--- config.mk ---
export PLATFORM = sky130hd
export DESIGN_NAME = muldiv_unit
export DESIGN_NICKNAME = d
export VERILOG_FILES = /design/src/rtl/muldiv_unit_pkg.sv /design/src/rtl/muldiv_unit_div_core.sv /design/src/rtl/muldiv_unit.sv
export SDC_FILE = /design/constraint.sdc
export NUM_CORES = 2
export LEC_CHECK = 0
export ABC_AREA = 1
export CORE_MARGIN = 2
export CORE_UTILIZATION = 50
export DETAILED_ROUTE_END_ITERATION = 12
export PLACE_DENSITY = 0.75
export REMOVE_ABC_BUFFERS = 1
export SYNTH_ARGS = -nofsm -noshare
export SYNTH_HDL_FRONTEND = slang
export SYNTH_HIERARCHICAL = 1
export SYNTH_SLANG_ARGS = --single-unit
export TNS_END_PERCENT = 5
--- constraint.sdc ---
create_clock -name clk -period 10.9 [get_ports clk]
set_input_delay 1.09 -clock clk [delete_from_list [all_inputs] [get_ports clk]]
set_output_delay 1.09 -clock clk [all_outputs]
set_load 0.01 [all_outputs]
--- src/rtl/muldiv_unit_pkg.sv ---
// Shared RV32M constants: ALUControl M-op codes and the muldiv FSM state encoding.
// Decode and the main ALU import the same codes.
package muldiv_unit_pkg;

   localparam logic [4:0] ALU_MUL    = 5'b10000;
   localparam logic [4:0] ALU_MULH   = 5'b10001;
   localparam logic [4:0] ALU_MULHSU = 5'b10010;
   localparam logic [4:0] ALU_MULHU  = 5'b10011;
   localparam logic [4:0] ALU_DIV    = 5'b10100;
   localparam logic [4:0] ALU_DIVU   = 5'b10101;
   localparam logic [4:0] ALU_REM    = 5'b10110;
   localparam logic [4:0] ALU_REMU   = 5'b10111;

   localparam logic [1:0] M_OP_PREFIX = 2'b10;

   typedef enum logic [1:0] {
      ST_IDLE = 2'd0,
      ST_MUL  = 2'd1,
      ST_DIV  = 2'd2,
      ST_DONE = 2'd3
   } state_t;

   function automatic logic is_m_op(input logic [4:0] ctrl);
      return ctrl[4:3] == M_OP_PREFIX;
   endfunction

endpackage

--- src/rtl/muldiv_unit_div_core.sv ---
// Iterative 32-bit unsigned restoring divider, one quotient bit per cycle.
// last is high in the final iteration cycle, where quotient/remainder carry the finished values.
module div_restoring_core (
   input  logic        clk,
   input  logic        rst,
   input  logic        start,
   input  logic        kill,
   input  logic [31:0] dividend,
   input  logic [31:0] divisor,
   output logic        last,
   output logic [31:0] quotient,
   output logic [31:0] remainder
);

   logic        active_reg;
   logic [4:0]  cnt_reg;
   logic [31:0] dvd_reg;
   logic [31:0] dsr_reg;
   logic [32:0] rem_reg;

   logic [32:0] rem_shift;
   logic [33:0] diff;
   logic        ge;
   logic [32:0] rem_next;
   logic [31:0] dvd_next;

   always_comb begin
      rem_shift = {rem_reg[31:0], dvd_reg[31]};
      diff      = {1'b0, rem_shift} - {2'b00, dsr_reg};
      // A set top bit means the shifted remainder already exceeds any 32-bit divisor.
      ge        = rem_reg[32] | ~diff[33];
      rem_next  = ge ? diff[32:0] : rem_shift;
      dvd_next  = {dvd_reg[30:0], ge};
   end

   assign last      = active_reg & (cnt_reg == 5'd0);
   assign quotient  = dvd_next;
   assign remainder = rem_next[31:0];

   always_ff @(posedge clk or posedge rst) begin
      if (rst) begin
         active_reg <= 1'b0;
         cnt_reg    <= 5'd0;
         dvd_reg    <= '0;
         dsr_reg    <= '0;
         rem_reg    <= '0;
      end else if (kill) begin
         active_reg <= 1'b0;
         cnt_reg    <= 5'd0;
      end else if (start) begin
         active_reg <= 1'b1;
         cnt_reg    <= 5'd31;
         dvd_reg    <= dividend;
         dsr_reg    <= divisor;
         rem_reg    <= '0;
      end else if (active_reg) begin
         dvd_reg <= dvd_next;
         rem_reg <= rem_next;
         cnt_reg <= cnt_reg - 5'd1;
         if (cnt_reg == 5'd0)
            active_reg <= 1'b0;
      end
   end

endmodule

--- src/rtl/muldiv_unit.sv ---
// RV32M execution unit: single-cycle multiply, 32-cycle restoring divide with sign fix-up,
// divide special cases resolved at accept, pipeline stall and one-cycle done pulse.
module muldiv_unit
   import muldiv_unit_pkg::*;
#(
   parameter int XLEN = 32
) (
   input  logic            clk,
   input  logic            rst,
   input  logic            in_valid_i,
   input  logic [4:0]      alu_control_i,
   input  logic [XLEN-1:0] op_a_i,
   input  logic [XLEN-1:0] op_b_i,
   input  logic            flush_i,
   output logic            stall_o,
   output logic            busy_o,
   output logic            done_o,
   output logic [XLEN-1:0] result_o
);

   state_t      state_reg;
   logic [2:0]  funct3_reg;
   logic [32:0] mul_a_reg;
   logic [32:0] mul_b_reg;
   logic        q_neg_reg;
   logic        r_neg_reg;
   logic [31:0] result_reg;
   logic        done_reg;
   logic        busy_reg;

   logic        is_m;
   logic        accept;
   logic [2:0]  funct3;
   logic        sign_a;
   logic        sign_b;
   logic        neg_a;
   logic        neg_b;
   logic [31:0] abs_a;
   logic [31:0] abs_b;
   logic        div_zero;
   logic        div_ovf;
   logic        special;
   logic [31:0] special_result;

   logic [63:0] mul_a_ext;
   logic [63:0] mul_b_ext;
   logic [63:0] product;
   logic [31:0] mul_result;

   logic        div_start;
   logic        div_last;
   logic [31:0] div_quot;
   logic [31:0] div_rem;
   logic [31:0] div_result;

   assign is_m   = is_m_op(alu_control_i);
   assign funct3 = alu_control_i[2:0];
   assign accept = (state_reg == ST_IDLE) & in_valid_i & is_m & ~flush_i;

   // Divides are signed for DIV/REM; multiplies sign rs1 for MULH/MULHSU and rs2 for MULH.
   always_comb begin
      if (funct3[2]) begin
         sign_a = ~funct3[0];
         sign_b = ~funct3[0];
      end else begin
         sign_a = (funct3[1:0] == 2'b01) || (funct3[1:0] == 2'b10);
         sign_b = (funct3[1:0] == 2'b01);
      end
      neg_a    = sign_a & op_a_i[31];
      neg_b    = sign_b & op_b_i[31];
      abs_a    = neg_a ? (32'd0 - op_a_i) : op_a_i;
      abs_b    = neg_b ? (32'd0 - op_b_i) : op_b_i;
      div_zero = (op_b_i == 32'd0);
      div_ovf  = sign_a && (op_a_i == 32'h8000_0000) && (op_b_i == 32'hFFFF_FFFF);
      special  = funct3[2] & (div_zero | div_ovf);
      if (div_zero)
         special_result = funct3[1] ? op_a_i : 32'hFFFF_FFFF;
      else
         special_result = funct3[1] ? 32'd0 : 32'h8000_0000;
   end

   always_comb begin
      mul_a_ext  = {{31{mul_a_reg[32]}}, mul_a_reg};
      mul_b_ext  = {{31{mul_b_reg[32]}}, mul_b_reg};
      product    = mul_a_ext * mul_b_ext;
      mul_result = (funct3_reg == 3'b000) ? product[31:0] : product[63:32];
   end

   assign div_start = accept & funct3[2] & ~special;

   div_restoring_core u_div (
      .clk       (clk),
      .rst       (rst),
      .start     (div_start),
      .kill      (flush_i),
      .dividend  (abs_a),
      .divisor   (abs_b),
      .last      (div_last),
      .quotient  (div_quot),
      .remainder (div_rem)
   );

   always_comb begin
      if (funct3_reg[1])
         div_result = r_neg_reg ? (32'd0 - div_rem) : div_rem;
      else
         div_result = q_neg_reg ? (32'd0 - div_quot) : div_quot;
   end

   always_ff @(posedge clk or posedge rst) begin
      if (rst) begin
         state_reg  <= ST_IDLE;
         funct3_reg <= 3'b000;
         mul_a_reg  <= '0;
         mul_b_reg  <= '0;
         q_neg_reg  <= 1'b0;
         r_neg_reg  <= 1'b0;
         result_reg <= '0;
         done_reg   <= 1'b0;
         busy_reg   <= 1'b0;
      end else begin
         done_reg <= 1'b0;
         case (state_reg)
            ST_IDLE: begin
               if (accept) begin
                  funct3_reg <= funct3;
                  if (!funct3[2]) begin
                     mul_a_reg <= {sign_a & op_a_i[31], op_a_i};
                     mul_b_reg <= {sign_b & op_b_i[31], op_b_i};
                     state_reg <= ST_MUL;
                     busy_reg  <= 1'b1;
                  end else if (special) begin
                     result_reg <= special_result;
                     state_reg  <= ST_DONE;
                     done_reg   <= 1'b1;
                  end else begin
                     q_neg_reg <= neg_a ^ neg_b;
                     r_neg_reg <= neg_a;
                     state_reg <= ST_DIV;
                     busy_reg  <= 1'b1;
                  end
               end
            end
            ST_MUL: begin
               busy_reg <= 1'b0;
               if (flush_i) begin
                  state_reg <= ST_IDLE;
               end else begin
                  result_reg <= mul_result;
                  state_reg  <= ST_DONE;
                  done_reg   <= 1'b1;
               end
            end
            ST_DIV: begin
               if (flush_i) begin
                  state_reg <= ST_IDLE;
                  busy_reg  <= 1'b0;
               end else if (div_last) begin
                  result_reg <= div_result;
                  state_reg  <= ST_DONE;
                  done_reg   <= 1'b1;
                  busy_reg   <= 1'b0;
               end
            end
            default: begin
               state_reg <= ST_IDLE;
            end
         endcase
      end
   end

   assign busy_o   = busy_reg;
   assign done_o   = done_reg;
   assign result_o = result_reg;
   assign stall_o  = in_valid_i & is_m & ~done_reg;

endmodule

# Word-level counts from Yosys, hierarchy flattened
# Cells that the tools add are included.
dict set report word_totals {
  reg_bits 210
  input_bits 73
  word_cells 124
}
dict set report classes {
  addsub 6
  n_mul 1
  n_eq_ne 15
  mux 50
  n_bitwise 20
  reduce_logical 18
}
# op count
set ops {}
lappend ops {{$mux 32} 17}
lappend ops {{$sub 1x32->32 const A} 4}
lappend ops {{$mux 33} 3}
lappend ops {{$pmux 32 s3} 1}
lappend ops {{$eq 32x32->1 const B} 2}
lappend ops {{$mul 33x33->64} 1}
lappend ops {{$sub 33x32->34} 1}
lappend ops {{$logic_not 32->1} 1}
lappend ops {{$mux 1} 18}
lappend ops {{$mux 5} 3}
lappend ops {{$ne 2x2->1 const B} 6}
lappend ops {{$and 1x1->1} 11}
lappend ops {{$mux 2} 5}
lappend ops {{$reduce_and 2->1} 4}
lappend ops {{$reduce_and 4->1} 2}
lappend ops {{$reduce_and 7->1} 1}
lappend ops {{$eq 2x2->1 const B} 3}
lappend ops {{$ne 3x3->1 const B} 2}
lappend ops {{$not 1->1} 6}
lappend ops {{$pmux 1 s3} 2}
lappend ops {{$pmux 2 s3} 1}
lappend ops {{$reduce_bool 3->1} 2}
lappend ops {{$logic_not 5->1} 1}
lappend ops {{$sub 5x1->5 const B} 1}
lappend ops {{9 further kinds} 12}

# Logic depth before layout (Yosys ltp)
dict set report logic_depth {
  depth_word 11
  ltp_mapped 38
  ltp_nobuf 36
}

# Hierarchy
# The synthesis kept the hierarchy.
# module instances cells_each area_each_um2 seq_area_each_um2
set by_module_without_submodules {}
lappend by_module_without_submodules {muldiv_unit 1 7031 50638.6 2677.6}
lappend by_module_without_submodules {div_restoring_core 1 1123 7528.5 2577.5}

# Worst setup path before layout
# Ideal clock, no wire load.
dict set report synth_timing {
  path_type {register to register}
  start {reg mul_a_reg[32]}
  end {reg result_reg[26], in the netlist result_o[26]}
  setup_ns 0.116
  arrival_time_ns 7.159
  required_time_ns 10.784
  setup_slack_ns 3.625
  stages_incl_launch_ff 33
  period_less_slack_ns 7.275
  path_cell_list {dfrtp_1 -> clkbuf_1 -> clkbuf_1 -> nand2_1 -> inv_1 -> fa_1 -> inv_1 -> fa_1 -> inv_1 -> fa_1 -> inv_1 -> fa_1 -> fa_1 -> inv_1 -> fa_1 -> inv_1 -> fa_1 -> fa_1 -> inv_1 -> ha_1 -> nand2_1 -> nor2_1 -> nor2_1 -> a21boi_0 -> nand2_1 -> a21oi_1 -> nand2_1 -> nand2_1 -> nand3_1 -> nand2_1 -> nand2_1 -> nand2_1 -> nand2_1}
}
dict set report synth_between {
  elab_chain_len 4
}
# element line_no
set synth_lines {}
lappend synth_lines {{from (decl)} muldiv_unit.sv:23} ;# logic [32:0] mul_a_reg;
lappend synth_lines {{from (signal assigned)} muldiv_unit.sv:128} ;# mul_a_reg <= {sign_a & op_a_i[31], op_a_i};
lappend synth_lines {{$mul 33x33->64} muldiv_unit.sv:85} ;# product = mul_a_ext * mul_b_ext;
lappend synth_lines {{$mux 32} muldiv_unit.sv:86} ;# mul_result = (funct3_reg == 3'b000) ? product[31:0] : product[63:32];
lappend synth_lines {{$mux 32} muldiv_unit.sv:146} ;# if (flush_i) begin
lappend synth_lines {{$pmux 32 s3} muldiv_unit.sv:123} ;# case (state_reg)
lappend synth_lines {{to (signal assigned)} muldiv_unit.sv:133} ;# result_reg <= special_result;
lappend synth_lines {{to (signal assigned)} muldiv_unit.sv:149} ;# result_reg <= mul_result;
lappend synth_lines {{to (signal assigned)} muldiv_unit.sv:159} ;# result_reg <= div_result;
lappend synth_lines {{to (decl)} muldiv_unit.sv:27} ;# logic [31:0] result_reg;
# Every way passes these cells. The select of a mux whose other input is x is not followed.
# A chain may end at the register's enable or synchronous reset.

# Worst setup path after layout
dict set report layout_timing {
  start {reg mul_a_reg[32]}
  end {reg result_reg[21], in the netlist result_o[21]}
}
# Same word-level chain as after synthesis.

==> flow_summary.toml <==
[global_route]
overflow = 0
grt_pass1_vias = 52900
grt_pass1_wl_mm = 301
grt_max_degree = 83
grt_usage_pct = 32.5
antenna_found_initial = 14

[clock_network]
h-tree-depth = 1
clockRootBuffer = "clkbuf_16"
ctsHoldBuffers = 0
post_cts_resized = 0
cts.clk_slew.worst_paths_ns = 0.07
cts_buffers = 28
cts_tree = "yes"
clock_path_buffers = 3
postCtsSetupBuffers = 0
cts.sinks = 210
clkLatencyLatePin_ns = 0.59

[timing]
worst_pin_slew_ns = 1.17
max_freq_ghz = 0.111
rsz0062_at_grt = "no"
tns_ns = 0
finalCritPeriodShare_pct = 82.3
fin_crit_ns = 8.98
slew_headroom_pct = 22.1
setup_violations = 0
slew_viol_final = 0
hold_violations = 0
skew_ns = 0.0187

[floorplan]
dieArea_sq_um = 119000
dieHeight_microns = 345
num_rows = 125
start_util_pct = 50.3
core_area_sq_um = 116000
die_width_microns = 345
boundaryPins = 108

[setup_path]
critPathKind = "flip-flop to flip-flop"
crit_buf_inv = 7
startpoint_type = "flip-flop"
crit_required_ns = 11.38
crit_slowest_cell = "fa_1"
worst_setup_path_end_kind = "flip-flop"
cp_slowest_stage_delay_ns = 0.98
crit_family = "adder cells"
cpMostUsedCell = "fa_1"
arrival_ns = 9.45
worstPathMaxFanout = 32

[synth]
synth-seq-cells = 210
syn_avg_cell_area_sq_um = 7.13
netlist_instances = 8154
syn_area_sq_um = 58200
synth-edff-count = 0
yosysWarnings = 6
synthDistinctLibCells = 52
ys_seq_area_share_pct = 9.03
async_flop_share_pct = 100
synth_top_cell_area_share_pct = 38.8
ys_top_cells_by_area = "fa_1 39%, nand2_1 15%, inv_1 14%, dfrtp_1 9.0%, ha_1 5.5%"
ys.flop_type = "dfrtp_1"
synth_largest_area_cell = "fa_1"

[routing]
drt-initial-drc-count = 4603
via_per_inst = 5.30
vias = 50600
wl_mm = 190
final_antenna_net_count = 0
wire_per_inst_microns = 19.9
drt-pass1-iter-count = 6
post-route-drc-count = 0

[final_layout]
drive_gt1_share_pct = 3.53
nNetsFinal = 9446
n_fill_cell = 11200
final_common_cell = "nand2_1"
mostFrequentLayoutCells = "2,384 x nand2_1, 2,225 x inv_1, 1,126 x fa_1, 417 x nor2_1, 297 x nand3_1"
syn_to_final_growth_pct = 5.19
utilization_pct = 52.9

[place]
dp.final_hpwl_mm = 158
portBuffers = 107
globalplace.congestion = 1.02

[outcome]
status = "finished, final reports clean"

[run]
max_cap_violations = 0

[hold_path]
hp-class = "flip-flop to flip-flop"
[area by class of cell]
type	count	area [sq um]	area share [%]
tap	1524	1910	3.12
clock inverter	16	219	0.358
multi-input combinational	5302	42800	70.0
inverter	2251	8460	13.8
clock buffer	33	749	1.22
timing repair buffer	197	1760	2.88
antenna	4	10.0	0.0164
sequential	210	5270	8.62
[worst reg2reg max path, delay by kind of cell (launching register included)]
kind | cells | cell delay, ns
adders and majority gates | 9 | 5.10
buffers and inverters | 7 | 1.37
DFF | 1 | 0.35
and+or+nand+nor | 13 | 2.07
[through the flow]
| stage | std cells | instance area (sq um) | hold slack (ns) | setup WS, ns |
|---|---|---|---|---|
| final | 9537 | 61200 | 0.473 | 1.92 |
| after global routing | 9535 | 61200 | 0.495 | 1.54 |
| after CTS | 9533 | 61200 | 0.475 | 2.01 |
| after detailed placement | 9484 | 60200 | 0.461 | 2.07 |
| after global placement | 9484 | 60200 | 0.454 | 2.05 |
| after floorplan | 7763 | 56500 | 0.453 | 3.52 |
[synthesized netlist by cell type, types with 3 or more instances]
| cell | count |
|---|---|
| and2_1 | 15 |
| nand3_2 | 3 |
| nor3_1 | 81 |
| nand2_4 | 3 |
| o21bai_1 | 15 |
| buf_2 | 6 |
| nand2_1 | 2384 |
| xor2_1 | 82 |
| dfrtp_1 | 210 |
| buf_1 | 13 |
| a21oi_1 | 127 |
| nor2_1 | 419 |
| xnor2_1 | 16 |
| ha_1 | 257 |
| buf_6 | 7 |
| o31ai_1 | 8 |
| or2_2 | 9 |
| o22ai_1 | 35 |
| nand3_1 | 297 |
| inv_2 | 19 |
| nor2_2 | 18 |
| nor2_4 | 6 |
| buf_4 | 33 |
| a22oi_1 | 3 |
| nand3_4 | 4 |
| fa_1 | 1126 |
| o21ai_0 | 231 |
| or2_0 | 3 |
| o21ai_1 | 9 |
| nor4_1 | 12 |
| clkbuf_1 | 332 |
| nand4_1 | 50 |
| nand2_2 | 50 |
| nand3b_1 | 10 |
| o211ai_1 | 3 |
| a31oi_1 | 4 |
| inv_1 | 2228 |
| nor3_2 | 6 |
[final timing paths]
kind / slack, ns / depth (start not counted) / to / from
max in group asynchronous: 8.20 / 3 / r_neg_reg / rst
hold / removal: 0.47 / 2 / mul_a_reg[12] / mul_a_reg[12]
setup / recovery: 1.92 / 29 / result_o[21] / mul_a_reg[32]
hold reg to reg: 0.47 / 2 / mul_a_reg[12] / mul_a_reg[12]
setup reg to reg: 1.92 / 29 / result_o[21] / mul_a_reg[32]
min in group asynchronous: 0.89 / 2 / u_div/dsr_reg[25] / rst
[cell families after synthesis]
group | after synthesis | synth area share, %
simple gates | 3376 | 23.7
flops | 210 | 9.03
xor+xnor | 98 | 1.48
buf+inv | 2642 | 17.4
compound gates | 445 | 4.11
fa+ha+maj | 1383 | 44.3
[layer usage]
| layer | vias up | share of wire, % | track usage (%) |
|---|---|---|---|
| met4 | 18 | 4.5 | 12.3 |
| met5 | - | 0.067 | 0 |
| met1 | 24900 | 40 | 43.6 |
| met2 | 2294 | 47 | 53.5 |
| li1 | 22900 | - | - |
| met3 | 478 | 8.5 | 4.58 |
Power is left out: the tool's default activity adds up to more than one toggle a clock period on the data nets, which glitch-free logic cannot reach.
